**src/rtl/param_shift_register_pkg.sv**
```systemverilog
`default_nettype none
// ============================================================================
// Module : param_shift_register_pkg
// Brief  : Opcodes, FSM encoding and the one-bit shift/rotate step function
//          shared by the shift register and its step unit.
// Rev    : 1.0  initial release
// ============================================================================
package param_shift_register_pkg;

  localparam int C_MAX_W = 32;

  localparam logic [2:0] OP_HOLD  = 3'b000;
  localparam logic [2:0] OP_LOAD  = 3'b001;
  localparam logic [2:0] OP_SHR   = 3'b010;
  localparam logic [2:0] OP_SHL   = 3'b011;
  localparam logic [2:0] OP_CLEAR = 3'b100;
  localparam logic [2:0] OP_ROR   = 3'b101;
  localparam logic [2:0] OP_ROL   = 3'b110;
  localparam logic [2:0] OP_ASR   = 3'b111;

  typedef enum logic [0:0] {
    ST_IDLE  = 1'b0,
    ST_SHIFT = 1'b1
  } state_t;

  function automatic logic is_shift_op(input logic [2:0] op);
    return (op == OP_SHR) || (op == OP_SHL) || (op == OP_ROR) ||
           (op == OP_ROL) || (op == OP_ASR);
  endfunction

  // One step on the low 'width' bits of value; returns {carry, value}.
  // Bits above the active width come back as zero.
  function automatic logic [C_MAX_W:0] shift_step(
    input logic [2:0]         op,
    input logic [C_MAX_W-1:0] value,
    input logic               sin,
    input logic [5:0]         width
  );
    logic [C_MAX_W-1:0] v;
    logic               c;
    logic [4:0]         top;
    logic               fill;
    v    = value;
    c    = 1'b0;
    top  = width[4:0] - 5'd1;
    fill = 1'b0;
    case (op)
      OP_SHR, OP_ROR, OP_ASR: begin
        case (op)
          OP_SHR:  fill = sin;
          OP_ROR:  fill = value[0];
          default: fill = value[top];
        endcase
        c = value[0];
        v = '0;
        for (int i = 0; i < C_MAX_W - 1; i++) begin
          if (i < int'(top)) v[i] = value[i+1];
        end
        v[top] = fill;
      end
      OP_SHL, OP_ROL: begin
        fill = (op == OP_SHL) ? sin : value[top];
        c    = value[top];
        v    = '0;
        v[0] = fill;
        for (int i = 1; i < C_MAX_W; i++) begin
          if (i <= int'(top)) v[i] = value[i-1];
        end
      end
      default: begin
        v = value;
        c = 1'b0;
      end
    endcase
    return {c, v};
  endfunction

endpackage
`default_nettype wire

```
**src/rtl/param_shift_register_step.sv**
```systemverilog
`default_nettype none
// ============================================================================
// Module : shift_step_unit
// Brief  : Combinational single-bit shift/rotate step for a WIDTH-bit value.
// Rev    : 1.0  initial release
// ============================================================================
module shift_step_unit
  import param_shift_register_pkg::*;
#(
  parameter int WIDTH = 8
) (
  input  logic [2:0]       op,
  input  logic [WIDTH-1:0] value,
  input  logic             serial_in,
  output logic [WIDTH-1:0] next_value,
  output logic             carry
);

  logic [C_MAX_W:0] w_res;

  assign w_res      = shift_step(op, C_MAX_W'(value), serial_in, 6'(WIDTH));
  assign next_value = w_res[WIDTH-1:0];
  assign carry      = w_res[C_MAX_W];

  generate
    if (WIDTH < C_MAX_W) begin : g_pad
      logic w_unused_hi;
      assign w_unused_hi = |w_res[C_MAX_W-1:WIDTH];
    end
  endgenerate

endmodule
`default_nettype wire

```
**src/rtl/param_shift_register.sv**
```systemverilog
`default_nettype none
// ============================================================================
// Module : param_shift_register
// Brief  : WIDTH-bit hold/load/shift/rotate/clear register with handshake,
//          carry and zero flags. Define PARAM_SHIFT_REGISTER_BARREL_EN for a
//          single-cycle barrel implementation; default is one bit per cycle.
// Rev    : 1.0  initial release
// ============================================================================
module param_shift_register
  import param_shift_register_pkg::*;
#(
  parameter  int WIDTH   = 8,
  localparam int SHAMT_W = $clog2(WIDTH)
) (
  input  logic               clk,
  input  logic               rst_n,
  input  logic [2:0]         op,
  input  logic               op_valid,
  output logic               op_ready,
  input  logic [WIDTH-1:0]   data_in,
  input  logic [SHAMT_W-1:0] shamt,
  input  logic               serial_in,
  output logic [WIDTH-1:0]   out,
  output logic               carry_out,
  output logic               zero,
  output logic               busy,
  output logic               done
);

  state_t             r_state, w_state_nxt;
  logic [WIDTH-1:0]   r_out, w_out_nxt;
  logic               r_carry, w_carry_nxt;
  logic               r_done, w_done_nxt;
  logic [SHAMT_W-1:0] w_amt;
  logic [WIDTH-1:0]   w_shift_val;
  logic               w_shift_carry;

  generate
    if ((1 << SHAMT_W) == WIDTH) begin : g_no_clamp
      assign w_amt = shamt;
    end else begin : g_clamp
      assign w_amt = (shamt > SHAMT_W'(WIDTH - 1)) ? SHAMT_W'(WIDTH - 1) : shamt;
    end
  endgenerate

`ifdef PARAM_SHIFT_REGISTER_BARREL_EN
  logic [WIDTH-1:0] w_stage [0:WIDTH-1];
  logic             w_cst   [0:WIDTH-1];

  assign w_stage[0] = r_out;
  assign w_cst[0]   = r_carry;

  generate
    for (genvar k = 0; k < WIDTH - 1; k++) begin : g_barrel
      shift_step_unit #(.WIDTH(WIDTH)) u_step (
        .op         (op),
        .value      (w_stage[k]),
        .serial_in  (serial_in),
        .next_value (w_stage[k+1]),
        .carry      (w_cst[k+1])
      );
    end
  endgenerate

  assign w_shift_val   = w_stage[w_amt];
  assign w_shift_carry = w_cst[w_amt];
`else
  logic [SHAMT_W-1:0] r_count, w_count_nxt;
  logic [2:0]         r_op, w_op_nxt;
  logic               r_sin, w_sin_nxt;
  logic [2:0]         w_step_op;
  logic               w_step_sin;

  // Accept edge uses the live inputs; later steps replay the latched copies.
  assign w_step_op  = (r_state == ST_SHIFT) ? r_op  : op;
  assign w_step_sin = (r_state == ST_SHIFT) ? r_sin : serial_in;

  shift_step_unit #(.WIDTH(WIDTH)) u_step (
    .op         (w_step_op),
    .value      (r_out),
    .serial_in  (w_step_sin),
    .next_value (w_shift_val),
    .carry      (w_shift_carry)
  );
`endif

  always_comb begin
    w_state_nxt = r_state;
    w_out_nxt   = r_out;
    w_carry_nxt = r_carry;
    w_done_nxt  = 1'b0;
`ifndef PARAM_SHIFT_REGISTER_BARREL_EN
    w_count_nxt = r_count;
    w_op_nxt    = r_op;
    w_sin_nxt   = r_sin;
`endif
    case (r_state)
      ST_IDLE: begin
        if (op_valid) begin
          w_done_nxt = 1'b1;
          case (op)
            OP_LOAD: w_out_nxt = data_in;
            OP_CLEAR: begin
              w_out_nxt   = '0;
              w_carry_nxt = 1'b0;
            end
            default: begin
              if (is_shift_op(op) && (w_amt != '0)) begin
                w_out_nxt   = w_shift_val;
                w_carry_nxt = w_shift_carry;
`ifndef PARAM_SHIFT_REGISTER_BARREL_EN
                if (w_amt != SHAMT_W'(1)) begin
                  w_state_nxt = ST_SHIFT;
                  w_count_nxt = w_amt - SHAMT_W'(1);
                  w_op_nxt    = op;
                  w_sin_nxt   = serial_in;
                  w_done_nxt  = 1'b0;
                end
`endif
              end
            end
          endcase
        end
      end
      ST_SHIFT: begin
`ifndef PARAM_SHIFT_REGISTER_BARREL_EN
        w_out_nxt   = w_shift_val;
        w_carry_nxt = w_shift_carry;
        w_count_nxt = r_count - SHAMT_W'(1);
        if (r_count == SHAMT_W'(1)) begin
          w_state_nxt = ST_IDLE;
          w_done_nxt  = 1'b1;
        end
`else
        w_state_nxt = ST_IDLE;
`endif
      end
    endcase
  end

  always_ff @(posedge clk or negedge rst_n) begin
    if (!rst_n) begin
      r_state <= ST_IDLE;
      r_out   <= '0;
      r_carry <= 1'b0;
      r_done  <= 1'b0;
`ifndef PARAM_SHIFT_REGISTER_BARREL_EN
      r_count <= '0;
      r_op    <= OP_HOLD;
      r_sin   <= 1'b0;
`endif
    end else begin
      r_state <= w_state_nxt;
      r_out   <= w_out_nxt;
      r_carry <= w_carry_nxt;
      r_done  <= w_done_nxt;
`ifndef PARAM_SHIFT_REGISTER_BARREL_EN
      r_count <= w_count_nxt;
      r_op    <= w_op_nxt;
      r_sin   <= w_sin_nxt;
`endif
    end
  end

  assign out       = r_out;
  assign carry_out = r_carry;
  assign zero      = (r_out == '0);
  assign busy      = (r_state == ST_SHIFT);
  assign op_ready  = (r_state == ST_IDLE);
  assign done      = r_done;

endmodule
`default_nettype wire

```
**config.mk**
```make
export PLATFORM = sky130hd
export DESIGN_NAME = param_shift_register
export DESIGN_NICKNAME = d
export VERILOG_FILES = /design/src/rtl/param_shift_register_pkg.sv /design/src/rtl/param_shift_register_step.sv /design/src/rtl/param_shift_register.sv
export SDC_FILE = /design/constraint.sdc
export NUM_CORES = 1
export LEC_CHECK = 0
export CAP_MARGIN = 30
export CORE_MARGIN = 4
export CORE_UTILIZATION = 30
export CTS_BUF_LIST = sky130_fd_sc_hd__clkbuf_4
export DETAILED_ROUTE_END_ITERATION = 16
export HOLD_SLACK_MARGIN = 0.06
export MAX_ROUTING_LAYER = met4
export SLEW_MARGIN = 5
export SYNTH_ARGS = -nofsm -noshare
export SYNTH_HDL_FRONTEND = slang
export SYNTH_SLANG_ARGS = --single-unit
```
**constraint.sdc**
```tcl
create_clock -name clk -period 2 [get_ports clk]
set_input_delay 0.4 -clock clk [delete_from_list [all_inputs] [get_ports clk]]
set_output_delay 0.4 -clock clk [all_outputs]
set_load 0.01 [all_outputs]
```
# Word level (Yosys, flattened, before mapping)
# Cells that the tools add are included.
# W data, S select, Z words.
# word_totals
ff_bits	18
latchBits	0
mem_bits_rw	0
rom_bits	0
in_bits	18
output_inout_bits	13
elab_cells	77
n_memories	0
# classes
add_sub_neg	2
mul	0
n_div	0
magnitude_cmp	0
eq_ne	21
shift	0
mux	31
n_bitwise	2
n_reduce_logical	14
# op_table
cell	count
$pmux W8 S2	3
$eq A3 B3 Y1 const B	7
$mux W8	2
$mux W3	5
$mux W1	14
$eq A3 B2 Y1 const B	4
$pmux W1 S2	6
$logic_not A8 Y1	1
$eq A3 B1 Y1 const B	2
$ne A2 B2 Y1 const B	3
$ne A3 B1 Y1 const B	2
$pmux W3 S2	1
$sub A3 B1 Y3 const B	2
$reduce_and A5 Y1	1
$logic_or A1 B1 Y1	4
$ne A2 B1 Y1 const B	2
$ne A4 B1 Y1 const B	1
$reduce_and A4 Y1	1
$reduce_or A2 Y1	2
$reduce_and A3 Y1	1
$reduce_bool A3 Y1	1
$reduce_or A3 Y1	1
$not A1 Y1	2
$reduce_and A2 Y1	1
$logic_and A1 B1 Y1	1

# Depth between registers and ports, before layout
# depth
ltp_word	10
depth_mapped	7
ltp_nobuf	6

# Cells and area by module
# Synthesis repeated with hierarchy kept, for this count alone.
# unflattened
cells_unflattened	176
hier_area_um2	1542.7
# modules_own_cells
mod	n_inst	cells_each	area_each_um2	seq_area_each_um2
param_shift_register	1	108	1111.1	450.4
shift_step_unit	1	68	431.7	0.0

# Worst setup path after synthesis
# No wires, ideal clock.
# synth_timing
path_kind	input -> register
from	in shamt[0]
to	reg r_out[7] (netlist: out[7])
arrival_ns	1.473
required_time_ns	1.874
slack_ns	0.401
path_stages	6
path_buffers	0
cell_sequence	inv_1 -> ha_1 -> nor2b_1 -> a21oi_2 -> mux2_1 -> o32a_1
# synth_between
elab_chain_len	4
# synth_lines
item	line	rtl
from (decl)	param_shift_register.sv:21	input logic [SHAMT_W-1:0] shamt,
$reduce_bool A3 Y1	param_shift_register.sv:108	if (is_shift_op(op) && (w_amt != '0)) begin
$logic_and A1 B1 Y1	param_shift_register.sv:108	
$ne A4 B1 Y1 (no source line)	n/a	
$reduce_and A2 Y1 (no source line)	n/a	
to (signal assigned)	param_shift_register.sv:154	r_out <= w_out_nxt;
to (decl)	param_shift_register.sv:31	logic [WIDTH-1:0] r_out, w_out_nxt;
# Every way passes these cells.
# A chain may end at the register's enable or synchronous reset.

# Final worst setup path
# layout_timing
from	reg r_out[5] (netlist: out[5])
to	out zero
# layout_between
elab_chain_len	1
# layout_lines
item	line	rtl
$logic_not A8 Y1	param_shift_register.sv:167	assign zero = (r_out == '0);
to (decl)	param_shift_register.sv:25	output logic zero,
# Every way passes these cells.

==> report_table.html <==
<table>
<tr><th>Metric</th><th>Value</th></tr>
<tr><th colspan="2">Detailed routing</th></tr>
<tr><td>Drt first-iter violations</td><td>76</td></tr>
<tr><td>DRC viols</td><td>0</td></tr>
<tr><td>Routed length per instance</td><td>14.6 um</td></tr>
<tr><td>Number of routed nets with antenna violations</td><td>0</td></tr>
<tr><td>Overall via count from detail_route</td><td>1438</td></tr>
<tr><td>Total wirelength of the detailed-routed design</td><td>4070 um</td></tr>
<tr><td>DR pass1 iterations</td><td>4</td></tr>
<tr><td>Average via count per standard cell</td><td>5.14</td></tr>
<tr><th colspan="2">Cells and area</th></tr>
<tr><td>Antenna diode instance count</td><td>0</td></tr>
<tr><td>Sequential standard cell area</td><td>452 sq um</td></tr>
<tr><td>Combined area of the multi-input logic cells</td><td>961 sq um</td></tr>
<tr><td>Net count, final</td><td>237</td></tr>
<tr><td>Fraction of layout cells with a size suffix above 1</td><td>29.1%</td></tr>
<tr><td># fillers</td><td>491</td></tr>
<tr><td>Layout overhead on the synthesized area</td><td>35.9%</td></tr>
<tr><td>Finished Layout Cells</td><td>280</td></tr>
<tr><th colspan="2">Synthesis</th></tr>
<tr><td>Number of distinct library cells after synthesis</td><td>56</td></tr>
<tr><td>Post-synthesis instance total</td><td>156</td></tr>
<tr><td>Mean cell area of the mapped netlist</td><td>9.99 sq um</td></tr>
<tr><td>Portion of the post-synthesis area used by sequential elements</td><td>28.9%</td></tr>
<tr><td>Number of synthesized flops with an enable pin</td><td>0</td></tr>
<tr><td>Netlist Area Pre-Place</td><td>0.00156 sq mm</td></tr>
<tr><td>Number of nets in the synthesized netlist</td><td>179</td></tr>
<tr><td>Share of synthesized registers carrying an async set or reset</td><td>100%</td></tr>
<tr><td>Yosys reg bits</td><td>18</td></tr>
<tr><td>Syn. warnings</td><td>0</td></tr>
<tr><td>Prevailing post-synth register cell</td><td>sky130_fd_sc_hd__dfrtp_1</td></tr>
<tr><th colspan="2">Critical path</th></tr>
<tr><td>Ordered cell list for the critical path</td><td>or4_4 &gt; nor2_2 &gt; buf_2</td></tr>
<tr><td>Worst r2r src</td><td>busy</td></tr>
<tr><td>Worst setup slack for register-to-register paths</td><td>0.31 ns</td></tr>
<tr><td>Depth of the critical timing path with buffers and inverters included</td><td>3</td></tr>
<tr><td>Nature of the critical path startpoint</td><td>flop</td></tr>
<tr><td>Launching element of the worst setup path</td><td>out[5]</td></tr>
<tr><td>CP Class</td><td>reg2out</td></tr>
<tr><td>Terminus of the critical flop-to-flop path</td><td>out[6]</td></tr>
<tr><td>Critical path's largest stage delay</td><td>0.55 ns</td></tr>
<tr><td>Cell family contributing the most delay on the critical path</td><td>simple AND/OR/NAND/NOR gates</td></tr>
<tr><td>Peak fanout along the critical path</td><td>2</td></tr>
<tr><td>Element type at the critical path end</td><td>primary output</td></tr>
<tr><td>Max stage delay cell, worst path</td><td>sky130_fd_sc_hd__or4_4</td></tr>
<tr><td>Required time of the critical path</td><td>1.60 ns</td></tr>
<tr><td>Number of cells on the worst reg-to-reg path</td><td>6</td></tr>
<tr><td>Arrival time at the worst endpoint</td><td>1.49 ns</td></tr>
<tr><td>Worst setup endpoint</td><td>zero</td></tr>
<tr><td>Total buffers and inverters traversed by the critical path</td><td>1</td></tr>
<tr><th colspan="2">Floorplan</th></tr>
<tr><td>Initial core utilization</td><td>31.9%</td></tr>
<tr><td>Area inside the core boundary</td><td>0.00488 sq mm</td></tr>
<tr><td>Floorplan die area</td><td>0.00641 sq mm</td></tr>
<tr><td>DIE HEIGHT</td><td>80.1 um</td></tr>
<tr><td>Io pins</td><td>31</td></tr>
<tr><td>Chip width</td><td>80.1 um</td></tr>
<tr><td>FP Rows</td><td>25</td></tr>
<tr><th colspan="2">Timing</th></tr>
<tr><td>Slew @ Worst Pin</td><td>0.434 ns</td></tr>
<tr><td>Remaining max-slew budget at the tightest pin</td><td>71.0%</td></tr>
<tr><td>Max-slew violation count</td><td>0</td></tr>
<tr><td>Post-route setup TNS</td><td>0 ns</td></tr>
<tr><td>Number of failing setup endpoints in the final timing report</td><td>0</td></tr>
<tr><td>Max Fclk</td><td>528 MHz</td></tr>
<tr><td>Tcrit/Tclk final</td><td>94.6%</td></tr>
<tr><td>Setup repair after global routing missed its margin</td><td>false</td></tr>
<tr><td>Final Skew</td><td>0.00132 ns</td></tr>
<tr><td>Final Hold Vio Count</td><td>0</td></tr>
<tr><td>Setup slack of the critical path after layout</td><td>0.107 ns</td></tr>
<tr><td>Period minus WS final</td><td>1.89 ns</td></tr>
<tr><th colspan="2">Power and ir drop</th></tr>
<tr><td>Power Density</td><td>1220 mW/mm^2</td></tr>
<tr><td>Worst ir drop on vdd</td><td>0.348 mV</td></tr>
<tr><td>Leakage dissipation</td><td>0.000913 uW</td></tr>
<tr><td>Post-layout power</td><td>2580 uW</td></tr>
<tr><th colspan="2">Worst hold path</th></tr>
<tr><td>Path category of the worst min-delay check</td><td>in2async</td></tr>
<tr><th colspan="2">Placement</th></tr>
<tr><td>Number of cells after detailed placement</td><td>275</td></tr>
<tr><td>Half-perimeter wire length after placement</td><td>3150 um</td></tr>
<tr><td>Post-placement worst setup slack</td><td>-0.188 ns</td></tr>
<tr><td>IO buf count</td><td>30</td></tr>
<tr><td>Final estimated routing congestion in global placement</td><td>0.891</td></tr>
<tr><th colspan="2">Global route</th></tr>
<tr><td>Largest net degree at the start of global routing</td><td>19</td></tr>
<tr><td>Via count of the first global-routing pass</td><td>1389</td></tr>
<tr><td>Antenna violations before repair</td><td>0</td></tr>
<tr><td>Wire length of the first global-routing pass</td><td>6690 um</td></tr>
<tr><td>Aggregate global routing overflow</td><td>0</td></tr>
<tr><td>GRT Resource Usage Total</td><td>13.4%</td></tr>
<tr><th colspan="2">Clocking</th></tr>
<tr><td>Number of buffers inserted by hold repair at cts</td><td>0</td></tr>
<tr><td>H-tree lvl count</td><td>1</td></tr>
<tr><td>Number of buffers inserted during clock tree synthesis</td><td>3</td></tr>
<tr><td>Clock sink count</td><td>18</td></tr>
<tr><td>Clock transition at the registers of the reported paths</td><td>0.11 ns</td></tr>
<tr><td>Clock network latency to the later pin of the worst-skew pair</td><td>0.30 ns</td></tr>
<tr><td>Clock Root Buffer</td><td>sky130_fd_sc_hd__clkbuf_4</td></tr>
<tr><td>CTS tree</td><td>done</td></tr>
<tr><td>Maximum number of buffers from clock root to sink</td><td>2</td></tr>
<tr><th colspan="2">Run</th></tr>
<tr><td>Number of violations of the max-capacitance limit</td><td>0</td></tr>
<tr><th colspan="2">Run status</th></tr>
<tr><td>Run status</td><td>completed</td></tr>
</table>
-- logic make-up after synthesis --
kind of cell	share of synthesized area (%)
AO/OA/AOI/OAI	28.5
AND/OR/NAND/NOR	16.7
buffers and inverters	9.80
flip-flops	28.9
multiplexers	9.80
adder cells (fa/ha/maj)	4.02
XOR/XNOR	2.25
-- synth_stat cells (all sizes together), types with 2 or more instances --
master	number	area, sq um
buf	11	111
o211ai	3	36.3
and2	3	18.8
mux2i	7	70.1
or4	2	15.0
nor3b	7	52.6
ha	5	62.6
a32oi	3	26.3
nor2	5	18.8
a22oi	5	37.5
a32o	2	21.3
o221ai	6	52.6
nor2b	5	31.3
nand2	7	26.3
o21ai	14	73.8
a22o	2	17.5
inv	11	41.3
xor2	4	35.0
dfrtp	18	450
mux2	7	82.6
a21oi	3	18.8
nand4	3	18.8
-- how the worst min path moves through the flow --
stage,slack [ns],end,start
final,0.42,out[5],rst_n
after global routing,0.42,out[7],rst_n
after CTS,0.42,out[7],rst_n
after detailed placement,0.53,r_count[0],r_count[0]
after global placement,0.50,r_count[0],r_count[0]
after floorplan,0.10,busy,rst_n
-- state kept, by name (all words and copies together), names as in the netlist --
signal     flops
busy           1
carry_out      1
done           1
out            8
r_count        3
r_op           3
r_sin          1
-- cell usage in the layout (no fill, tap or decap), types with 2 or more instances in the layout --
| master | synthesis | final |
|---|---|---|
| sky130_fd_sc_hd__a21oi_1 | 2 | 2 |
| sky130_fd_sc_hd__a22o_1 | 2 | 2 |
| sky130_fd_sc_hd__a22oi_1 | 5 | 5 |
| sky130_fd_sc_hd__a32oi_1 | 3 | 3 |
| sky130_fd_sc_hd__and2_1 | 3 | 3 |
| sky130_fd_sc_hd__buf_4 | 1 | 34 |
| sky130_fd_sc_hd__clkbuf_4 | 0 | 3 |
| sky130_fd_sc_hd__clkdlybuf4s50_1 | 0 | 29 |
| sky130_fd_sc_hd__dfrtp_1 | 18 | 17 |
| sky130_fd_sc_hd__ha_1 | 5 | 5 |
| sky130_fd_sc_hd__inv_1 | 10 | 10 |
| sky130_fd_sc_hd__mux2_2 | 5 | 5 |
| sky130_fd_sc_hd__mux2i_1 | 7 | 7 |
| sky130_fd_sc_hd__nand2_1 | 7 | 7 |
| sky130_fd_sc_hd__nand4_1 | 3 | 3 |
| sky130_fd_sc_hd__nor2_1 | 5 | 4 |
| sky130_fd_sc_hd__nor2b_1 | 5 | 5 |
| sky130_fd_sc_hd__nor3b_1 | 7 | 7 |
| sky130_fd_sc_hd__o211ai_1 | 2 | 2 |
| sky130_fd_sc_hd__o21ai_0 | 9 | 9 |
| sky130_fd_sc_hd__o21ai_1 | 4 | 4 |
| sky130_fd_sc_hd__o221ai_1 | 6 | 6 |
| sky130_fd_sc_hd__xor2_1 | 4 | 4 |
-- layout make-up --
class / count / area share [%]
Clock buffer: 3 / 1.06
Sequential cell: 18 / 21.3
Clock inverter: 1 / 0.177
Inverter: 11 / 2.07
Multi-Input combinational cell: 116 / 45.4
Tap cell: 67 / 3.96
Timing Repair Buffer: 64 / 26.0
-- what timing repair did --
action / in CTS / in global routing
pin swaps: 0 / 1
resized for setup: 6 / 2
endpoints found under the setup margin: 3 / 2
buffers inserted: 0 / 1
-- layer usage --
metal | wire, um | vias up | track usage (%)
li1 | - | 708 | -
met1 | 1930 | 690 | 18.6
met2 | 1950 | 38 | 20.1
met3 | 161 | 2 | 1.68
met4 | 38 | 0 | 4.56
met5 | 0 | - | -
-- worst reg2reg max path, cell delays in order, from the launching register on --
cell and delay [ns]:
sky130_fd_sc_hd__dfrtp_2 0.41, sky130_fd_sc_hd__buf_4 0.17, sky130_fd_sc_hd__buf_4 0.15, sky130_fd_sc_hd__mux2_2 0.35, sky130_fd_sc_hd__o211a_1 0.15, sky130_fd_sc_hd__a2111oi_4 0.29
sky130_fd_sc_hd__o21ai_2 0.07
-- per-stage QoR --
step	util, %	hold WS [ns]	instance area (sq um)
final	43.4	0.423	2120
after global routing	43.4	0.423	2120
after CTS	43.3	0.424	2110
after detailed placement	42.6	0.528	2080
after global placement	42.6	0.503	2080
after floorplan	-	0.104	1560
-- report_power, final --
group          switching, uW  internal, uW
clock network            127          72.7
registers                149           530
logic                    827           876
total                   1100          1480
No activity file was read; power rests on OpenSTA's default activity.
